### src/rtl/ps2_scancode_decoder.sv
// PS/2 scan-code-set-2 decoder: pops bytes from the receiver FIFO, folds E0/F0 prefixes
// into key events, tracks the held key, counts non-repeat presses and maps makes to ASCII.
module ps2_scancode_decoder #(
  parameter int unsigned CNT_W = 8
) (
  input  logic             clk,
  input  logic             rst,
  input  logic [7:0]       in_data,
  input  logic             in_ready,
  input  logic             in_overflow,
  output logic             nextdata_n,
  output logic             evt_valid,
  output logic [7:0]       key_code,
  output logic             key_ext,
  output logic             key_down,
  output logic             key_repeat,
  output logic [7:0]       key_ascii,
  output logic             held,
  output logic [CNT_W-1:0] press_count,
  output logic             err_overflow
);

  typedef enum logic [1:0] {StIdle, StPop, StSettle} state_e;

  state_e           state_q, state_d;
  logic [7:0]       byte_q, byte_d;
  logic             ext_q, ext_d, brk_q, brk_d;
  logic             held_q, held_d, held_ext_q, held_ext_d;
  logic [7:0]       held_code_q, held_code_d;
  logic             evt_q, evt_d;
  logic [7:0]       code_q, code_d, ascii_q, ascii_d;
  logic             kext_q, kext_d, down_q, down_d, rep_q, rep_d;
  logic [CNT_W-1:0] cnt_q, cnt_d;
  logic             err_q, err_d;
  logic             held_match;

  function automatic logic [7:0] to_ascii(input logic [7:0] c);
    case (c)
      8'h1C: to_ascii = 8'h41;  8'h32: to_ascii = 8'h42;  8'h21: to_ascii = 8'h43;
      8'h23: to_ascii = 8'h44;  8'h24: to_ascii = 8'h45;  8'h2B: to_ascii = 8'h46;
      8'h34: to_ascii = 8'h47;  8'h33: to_ascii = 8'h48;  8'h43: to_ascii = 8'h49;
      8'h3B: to_ascii = 8'h4A;  8'h42: to_ascii = 8'h4B;  8'h4B: to_ascii = 8'h4C;
      8'h3A: to_ascii = 8'h4D;  8'h31: to_ascii = 8'h4E;  8'h44: to_ascii = 8'h4F;
      8'h4D: to_ascii = 8'h50;  8'h15: to_ascii = 8'h51;  8'h2D: to_ascii = 8'h52;
      8'h1B: to_ascii = 8'h53;  8'h2C: to_ascii = 8'h54;  8'h3C: to_ascii = 8'h55;
      8'h2A: to_ascii = 8'h56;  8'h1D: to_ascii = 8'h57;  8'h22: to_ascii = 8'h58;
      8'h35: to_ascii = 8'h59;  8'h1A: to_ascii = 8'h5A;
      8'h45: to_ascii = 8'h30;  8'h16: to_ascii = 8'h31;  8'h1E: to_ascii = 8'h32;
      8'h26: to_ascii = 8'h33;  8'h25: to_ascii = 8'h34;  8'h2E: to_ascii = 8'h35;
      8'h36: to_ascii = 8'h36;  8'h3D: to_ascii = 8'h37;  8'h3E: to_ascii = 8'h38;
      8'h46: to_ascii = 8'h39;
      8'h29: to_ascii = 8'h20;  8'h5A: to_ascii = 8'h0D;
      default: to_ascii = 8'h00;
    endcase
  endfunction

  assign held_match = held_q && (held_ext_q == ext_q) && (held_code_q == byte_q);

  always_comb begin
    state_d     = state_q;
    byte_d      = byte_q;
    ext_d       = ext_q;
    brk_d       = brk_q;
    held_d      = held_q;
    held_ext_d  = held_ext_q;
    held_code_d = held_code_q;
    evt_d       = 1'b0;
    code_d      = code_q;
    ascii_d     = ascii_q;
    kext_d      = kext_q;
    down_d      = down_q;
    rep_d       = rep_q;
    cnt_d       = cnt_q;
    err_d       = err_q | in_overflow;
    unique case (state_q)
      StIdle: begin
        if (in_ready) begin
          byte_d  = in_data;
          state_d = StPop;
        end
      end
      StPop: begin
        state_d = StSettle;
        if (byte_q == 8'hE0) begin
          ext_d = 1'b1;
        end else if (byte_q == 8'hF0) begin
          brk_d = 1'b1;
        end else if (byte_q == 8'h00 || byte_q == 8'hFF) begin
          ext_d = 1'b0;
          brk_d = 1'b0;
        end else begin
          evt_d   = 1'b1;
          code_d  = byte_q;
          kext_d  = ext_q;
          down_d  = ~brk_q;
          ascii_d = ext_q ? 8'h00 : to_ascii(byte_q);
          ext_d   = 1'b0;
          brk_d   = 1'b0;
          rep_d   = 1'b0;
          if (!brk_q) begin
            // Typematic repeat: same key still held, so it is not a new press.
            if (held_match) begin
              rep_d = 1'b1;
            end else begin
              cnt_d       = cnt_q + CNT_W'(1);
              held_d      = 1'b1;
              held_ext_d  = ext_q;
              held_code_d = byte_q;
            end
          end else if (held_match) begin
            held_d = 1'b0;
          end
        end
      end
      StSettle: state_d = StIdle;
      default:  state_d = StIdle;
    endcase
  end

  always_ff @(posedge clk) begin
    if (rst) begin
      state_q     <= StIdle;
      byte_q      <= 8'h00;
      ext_q       <= 1'b0;
      brk_q       <= 1'b0;
      held_q      <= 1'b0;
      held_ext_q  <= 1'b0;
      held_code_q <= 8'h00;
      evt_q       <= 1'b0;
      code_q      <= 8'h00;
      ascii_q     <= 8'h00;
      kext_q      <= 1'b0;
      down_q      <= 1'b0;
      rep_q       <= 1'b0;
      cnt_q       <= '0;
      err_q       <= 1'b0;
    end else begin
      state_q     <= state_d;
      byte_q      <= byte_d;
      ext_q       <= ext_d;
      brk_q       <= brk_d;
      held_q      <= held_d;
      held_ext_q  <= held_ext_d;
      held_code_q <= held_code_d;
      evt_q       <= evt_d;
      code_q      <= code_d;
      ascii_q     <= ascii_d;
      kext_q      <= kext_d;
      down_q      <= down_d;
      rep_q       <= rep_d;
      cnt_q       <= cnt_d;
      err_q       <= err_d;
    end
  end

  assign nextdata_n   = (state_q != StPop);
  assign evt_valid    = evt_q;
  assign key_code     = code_q;
  assign key_ext      = kext_q;
  assign key_down     = down_q;
  assign key_repeat   = rep_q;
  assign key_ascii    = ascii_q;
  assign held         = held_q;
  assign press_count  = cnt_q;
  assign err_overflow = err_q;

endmodule
### config.mk
export PLATFORM = sky130hd
export DESIGN_NAME = ps2_scancode_decoder
export DESIGN_NICKNAME = d
export VERILOG_FILES = /design/src/rtl/ps2_scancode_decoder.sv
export SDC_FILE = /design/constraint.sdc
export NUM_CORES = 1
export LEC_CHECK = 0
export BUFFER_PORTS_ARGS = -buffer_cell sky130_fd_sc_hd__buf_2
export CORE_MARGIN = 10
export CORE_UTILIZATION = 50
export DETAILED_ROUTE_END_ITERATION = 8
export GPL_ROUTABILITY_DRIVEN = 0
export HOLD_SLACK_MARGIN = 0.06
export PLACE_DENSITY = 0.82
export SYNTH_ARGS = -nofsm -noshare
export SYNTH_HDL_FRONTEND = slang
export SYNTH_SLANG_ARGS = --single-unit
### constraint.sdc
create_clock -name clk -period 2.9 [get_ports clk]
set_input_delay 0.29 -clock clk [delete_from_list [all_inputs] [get_ports clk]]
set_output_delay 0.29 -clock clk [all_outputs]
set_load 0.005 [all_outputs]
==> results of run 1 <==
==> power by group through the flow <==
| stage | combinational (µW) | clock (µW) | sequential [µW] |
|---|---|---|---|
| 2_1_floorplan | 254 | 0 | 841 |
| 3_3_place_gp | 316 | 0 | 854 |
| 3_5_place_dp | 321 | 0 | 854 |
| 4_1_cts | 324 | 767 | 837 |
| 5_1_grt | 362 | 801 | 842 |
| 6_report | 329 | 758 | 837 |
==> through the flow <==
step / area, µm² / total power, µW / setup WS (ns) / hold slack [ns]
after detailed placement: 3540 / 1180 / 0.429 / 0.444
after CTS: 3750 / 1930 / 0.406 / 0.151
final: 3750 / 1920 / 0.409 / 0.157
after global placement: 3540 / 1170 / 0.453 / 0.439
after floorplan: 3320 / 1090 / 0.145 / 0.411
after global routing: 3750 / 2000 / 0.243 / 0.174
==> routing by layer <==
metal | vias up | wire (µm) | global-route usage, %
met2 | 158 | 3960 | 26.0
met1 | 1436 | 3650 | 21.3
met3 | 24 | 860 | 4.56
met4 | 0 | 197 | 8.15
li1 | 1514 | - | -
met5 | - | 0 | 0
==> synthesized netlist by cell type, drive strengths merged, types with 8 or more instances <==
master	n	share of area, %
nor3	10	1.8
nand2	55	6.2
dfxtp	57	34
buf	24	4.6
mux2i	18	5.5
a21oi	33	5.0
xnor2	11	2.9
clkbuf	13	1.5
inv	14	1.6
nand3	21	3.2
nand2b	11	2.1
nor2	42	4.7
ha	8	3.0
==> logic make-up (layout without fill, tap and decap cells) <==
| kind of cell | count (synthesis) | in the layout | share of synthesized area (%) |
|---|---|---|---|
| AND/OR/NAND/NOR | 179 | 179 | 27.5 |
| AO/OA/AOI/OAI | 85 | 85 | 17.1 |
| flip-flops | 57 | 57 | 34.3 |
| buffers and inverters | 51 | 84 | 7.64 |
| multiplexers | 21 | 21 | 6.55 |
| XOR/XNOR | 14 | 14 | 3.69 |
| adder cells (fa/ha/maj) | 8 | 8 | 3.01 |
| other | 1 | 1 | 0.113 |
==> path summary, 6_finish.rpt <==
kind | start | endpoint | slack (ns) | depth (start not counted)
max | byte_q[1]$_SDFFE_PP0N_ | held_code_q[5]$_SDFFE_PP0P_ | 0.41 | 7
min | in_overflow | err_overflow$_SDFF_PP0_ | 0.16 | 3
max reg2reg | byte_q[1]$_SDFFE_PP0N_ | held_code_q[5]$_SDFFE_PP0P_ | 0.41 | 7
min reg2reg | key_code[5]$_SDFFE_PP0P_ | key_code[5]$_SDFFE_PP0P_ | 0.45 | 2
==> worst max-delay path, delay by kind of cell (launching register included) <==
| kind | cells | cell delay (ns) |
|---|---|---|
| buf+inv | 1 | 0.19 |
| flops | 1 | 0.57 |
| mux | 1 | 0.21 |
| simple gates | 5 | 1.37 |
==> layout make-up <==
cell class | instances | area, µm²
clock buffer | 12 | 155
multi-input combinational | 308 | 1930
sequential | 57 | 1140
inverter | 14 | 52.6
tap | 77 | 96.3
timing repair buffer | 54 | 315
fill | 584 | 2640
clock inverter | 4 | 51.3
==> cells in the final DEF (no fill, tap or decap), types with 4 or more instances in the layout <==
cell type  instances
dfxtp_1           57
nand2_1           55
nor2_1            42
buf_2             41
a21oi_1           33
nand3_1           21
mux2i_1           17
buf_4             12
nand2b_1          11
xnor2_1           11
clkbuf_8          11
inv_1             10
nor3_1             9
ha_1               8
nor2b_1            7
o211ai_1           7
nor3b_1            5
o21ai_0            5
o221ai_1           5
inv_2              4
a211oi_1           4
nand3b_1           4
nand4_1            4
nor4_1             4
==> out/qor.txt, run 1 <==
Outcome - complete, no violations
CP arrival - 2.70 ns
Pleak - 0.00146 µW
Fin. max-slew vios - 0
DRC - 0
P_sw - 544 µW
Grt total ovfl - 0
RSZ-0062 raised after global routing - false
Reg power frac - 43.5%
Routed vias/inst - 5.95
Critical path launch point type - register
Fin Setup TNS - 0 ns
Synth Register Bits - 57
Power per Cell Area - 514 nW/µm²
Worst VDD drop - 0.000389 V
Iter 0 DRT Violations - 223
CP endpoint kind - register
Nets - 464
Drt first pass iters - 5
Comb power frac - 17.1%
Post_cts resized - 0
Routed wire length - 8.67 mm
Postcts setup bufs - 0
First-pass GRT wire length - 14.4 mm
CTS tree - yes
Pint - 1380 µW
Initial Util - 52.0%
Input/output buffers - 41
Number of routed nets with antenna violations - 0
CTS sink cnt - 57
Vias in the first global route - 2930
Area added between synthesis and finish - 12.7%
Overall via count from detail_route - 3132
Placement row count - 29
Post-DP HPWL - 6.30 mm
Die H - 102 µm
Top-level port count - 43
Warnings from Yosys - 0
Crit-path max cell delay - 0.70 ns
Mapped Cells - 416
DIE WIDTH - 102 µm
Fin crit period - 2.49 ns
Post-Layout Cell Count - 526
Die area - 10300 µm²
Core Area - 6390 µm²
Worst clock skew - 0.00957 ns
Clk pwr share - 39.4%
DR WL/cell - 16.5 µm
CP required - 3.11 ns
Netlist cell types - 62
# H-tree levels - 3
Initial antenna violation count - 0
Ys flop type - dfxtp_1
Cells along the critical path - or4_4, nor4b_2, or4_1, nor3_4, buf_12, mux2i_1, nor2_1
Antenna diodes - 0
Crit path max fanout - 11
Max stage delay cell, worst path - or4_1
Max Cap Viol - 0
Worst skew pair latency - 0.34 ns
Fraction of layout cells with a size suffix above 1 - 19.4%
Placed Instances - 510
Final Util - 58.7%
Measured slew at the worst slew-check pin - 0.907 ns
Root buffer cell - clkbuf_8
CTS Buffer Depth - 2
Fin crit share - 85.9%
Syn Nets - 436
# setup viols final - 0
Sw Share - 28.3%
Register area share after synthesis - 34.3%
Overall Global Routing Usage - 16.9%
Fmax - 401 MHz
Final Hold Fails - 0
Hold Crit Class - primary input to register
Async SR Flop Fraction - 0%
Mapped Avg Cell Area - 7.99 µm²
Reg clk slew, reported paths - 0.06 ns
Slew headroom - 39.0%
Crit Path Class - register to register
Post-synth EDFFs - 0
CTS Hold Bufs - 0
Synthesized cell area - 3320 µm²
Largest net degree at the start of global routing - 48
Num CTS Buffers - 9
No activity file was read; power rests on OpenSTA's default activity.
==> run 2: changes to the inputs <==
- RECOVER_POWER: unset -> 25
==> out/qor.txt, run 2 (synthesized netlist as in run 1, its figures left out) <==
Outcome - complete, no violations
DRC - 0 (unchanged)
Cells along the critical path - or4_4, nor4b_2, or4_1, nor3_4, buf_12, mux2i_1, nor2_1
# setup viols final - 0 (unchanged)
CTS Buffer Depth - 2 (unchanged)
DR WL/cell - 16.7 µm (+1.1%)
Routed wire length - 8.76 mm (+1.1%)
Post_cts resized - 0 (unchanged)
Most common cell after layout, fill and taps aside - dfxtp_1
Max Cap Viol - 0 (unchanged)
Overall via count from detail_route - 3145 (+0.42%)
Area post-placement - 3540 µm² (unchanged)
Final Hold Fails - 0 (unchanged)
Area added between synthesis and finish - 12.2%
Number of routed nets with antenna violations - 0 (unchanged)
Die area - 10300 µm² (unchanged)
Die H - 102 µm (unchanged)
Fin. max-slew vios - 0 (unchanged)
CP arrival - 2.70 ns (about the same)
DIE WIDTH - 102 µm (unchanged)
Nets - 464 (unchanged)
Fin crit share - 85.9% (about the same)
Antenna diodes - 0 (unchanged)
Max stage delay cell, worst path - or4_1
Pleak - 0.00140 µW (-4.1%)
Routed vias/inst - 5.98 (+0.42%)
CP endpoint kind - register
Worst skew pair latency - 0.34 ns (about the same)
Crit-path max cell delay - 0.70 ns (about the same)
Fmax - 401 MHz (about the same)
R2R Setup Slk - 0.41 ns (about the same)
Critical path launch point type - register
Overall Global Routing Usage - 16.9% (unchanged)
Initial Util - 52.0% (unchanged)
Commonest non-fill, non-tap cells in the layout - 57 x dfxtp_1, 55 x nand2_1, 42 x nor2_1
Measured slew at the worst slew-check pin - 0.894 ns (-0.0132 ns)
Largest net degree at the start of global routing - 48 (unchanged)
Worst clock skew - 0.00976 ns (+0.000193 ns)
CTS Hold Bufs - 0 (unchanged)
CTS tree - yes
Worst VDD drop - 0.000403 V (+3.6%)
Root buffer cell - clkbuf_8
CTS sink cnt - 57 (unchanged)
Reg clk slew, reported paths - 0.06 ns (about the same)
Iter 0 DRT Violations - 244 (+9.4%)
Final Util - 58.4% (-0.27 points)
Grt total ovfl - 0 (unchanged)
Input/output buffers - 41 (unchanged)
Hold Crit Class - primary input to register
Postcts setup bufs - 0 (unchanged)
Core Area - 6390 µm² (unchanged)
RSZ-0062 raised after global routing - false
Num CTS Buffers - 9 (unchanged)
Crit path max fanout - 11 (unchanged)
CP required - 3.11 ns (about the same)
Power per Cell Area - 516 nW/µm² (+0.46%)
# H-tree levels - 3 (unchanged)
First-pass GRT wire length - 14.4 mm (unchanged)
Post-route cell area - 3730 µm² (-0.47%)
Crit Path Class - register to register
Initial antenna violation count - 0 (unchanged)
Top-level port count - 43 (unchanged)
Post-DP HPWL - 6.30 mm (unchanged)
Fin Setup TNS - 0 ns (unchanged)
Design Power - 1920 µW (about the same)
Placement row count - 29 (unchanged)
Fraction of layout cells with a size suffix above 1 - 16.3% (-3.1 points)
Fin crit period - 2.49 ns (-0.000303 ns)
Drt first pass iters - 5 (unchanged)
Slew headroom - 39.9% (+0.89 points)
Vias in the first global route - 2930 (unchanged)
run 2: changes by cell type in the layout (fill, tap and decap cells not counted):
| cell | change |
|---|---|
| buf_2 | -14 |
| clkbuf_1 | +14 |
run 2: final timing paths:
path	from	endpoint	depth (start not counted)
worst max-delay path	byte_q[1]$_SDFFE_PP0N_	held_code_q[5]$_SDFFE_PP0P_	7
worst min-delay path	in_overflow	err_overflow$_SDFF_PP0_	3
worst max register to register	byte_q[1]$_SDFFE_PP0N_	held_code_q[5]$_SDFFE_PP0P_	7
worst min register to register	key_code[5]$_SDFFE_PP0P_	key_code[5]$_SDFFE_PP0P_	2
run 2: stage by stage:
step / std cells / hold WS [ns] / worst slack (ns)
after floorplan: 416 / 0.411 / 0.145
after global placement: 510 / 0.439 / 0.453
after detailed placement: 510 / 0.444 / 0.429
after CTS: 526 / 0.151 / 0.406
after global routing: 526 / 0.174 / 0.243
final: 526 / 0.157 / 0.409
run 2: cell type report:
| type | instances | area (µm²) |
|---|---|---|
| clock buffer | 12 | 155 |
| clock inverter | 4 | 51.3 |
| fill | 587 | 2660 |
| inverter | 14 | 52.6 |
| multi-input combinational | 308 | 1930 |
| sequential | 57 | 1140 |
| tap | 77 | 96.3 |
| timing repair buffer | 54 | 298 |
run 2: routing by layer:
layer	share of wire, %	global-route usage [%]	vias up
li1	-	-	1517
met1	43	21.3	1446
met2	46	26.0	160
met3	9.4	4.56	22
met4	2.2	8.15	0
met5	0	0	-
run 2: critical path, delay by kind of cell, from the launching register on:
| family | cells | cell delay (ns) |
|---|---|---|
| buf+inv | 1 | 0.19 |
| flops | 1 | 0.57 |
| mux | 1 | 0.21 |
| simple gates | 5 | 1.37 |
run 2: power by group:
group | switching (µW) | internal [µW]
clock | 314 | 443
combinational | 202 | 127
sequential | 28.7 | 809
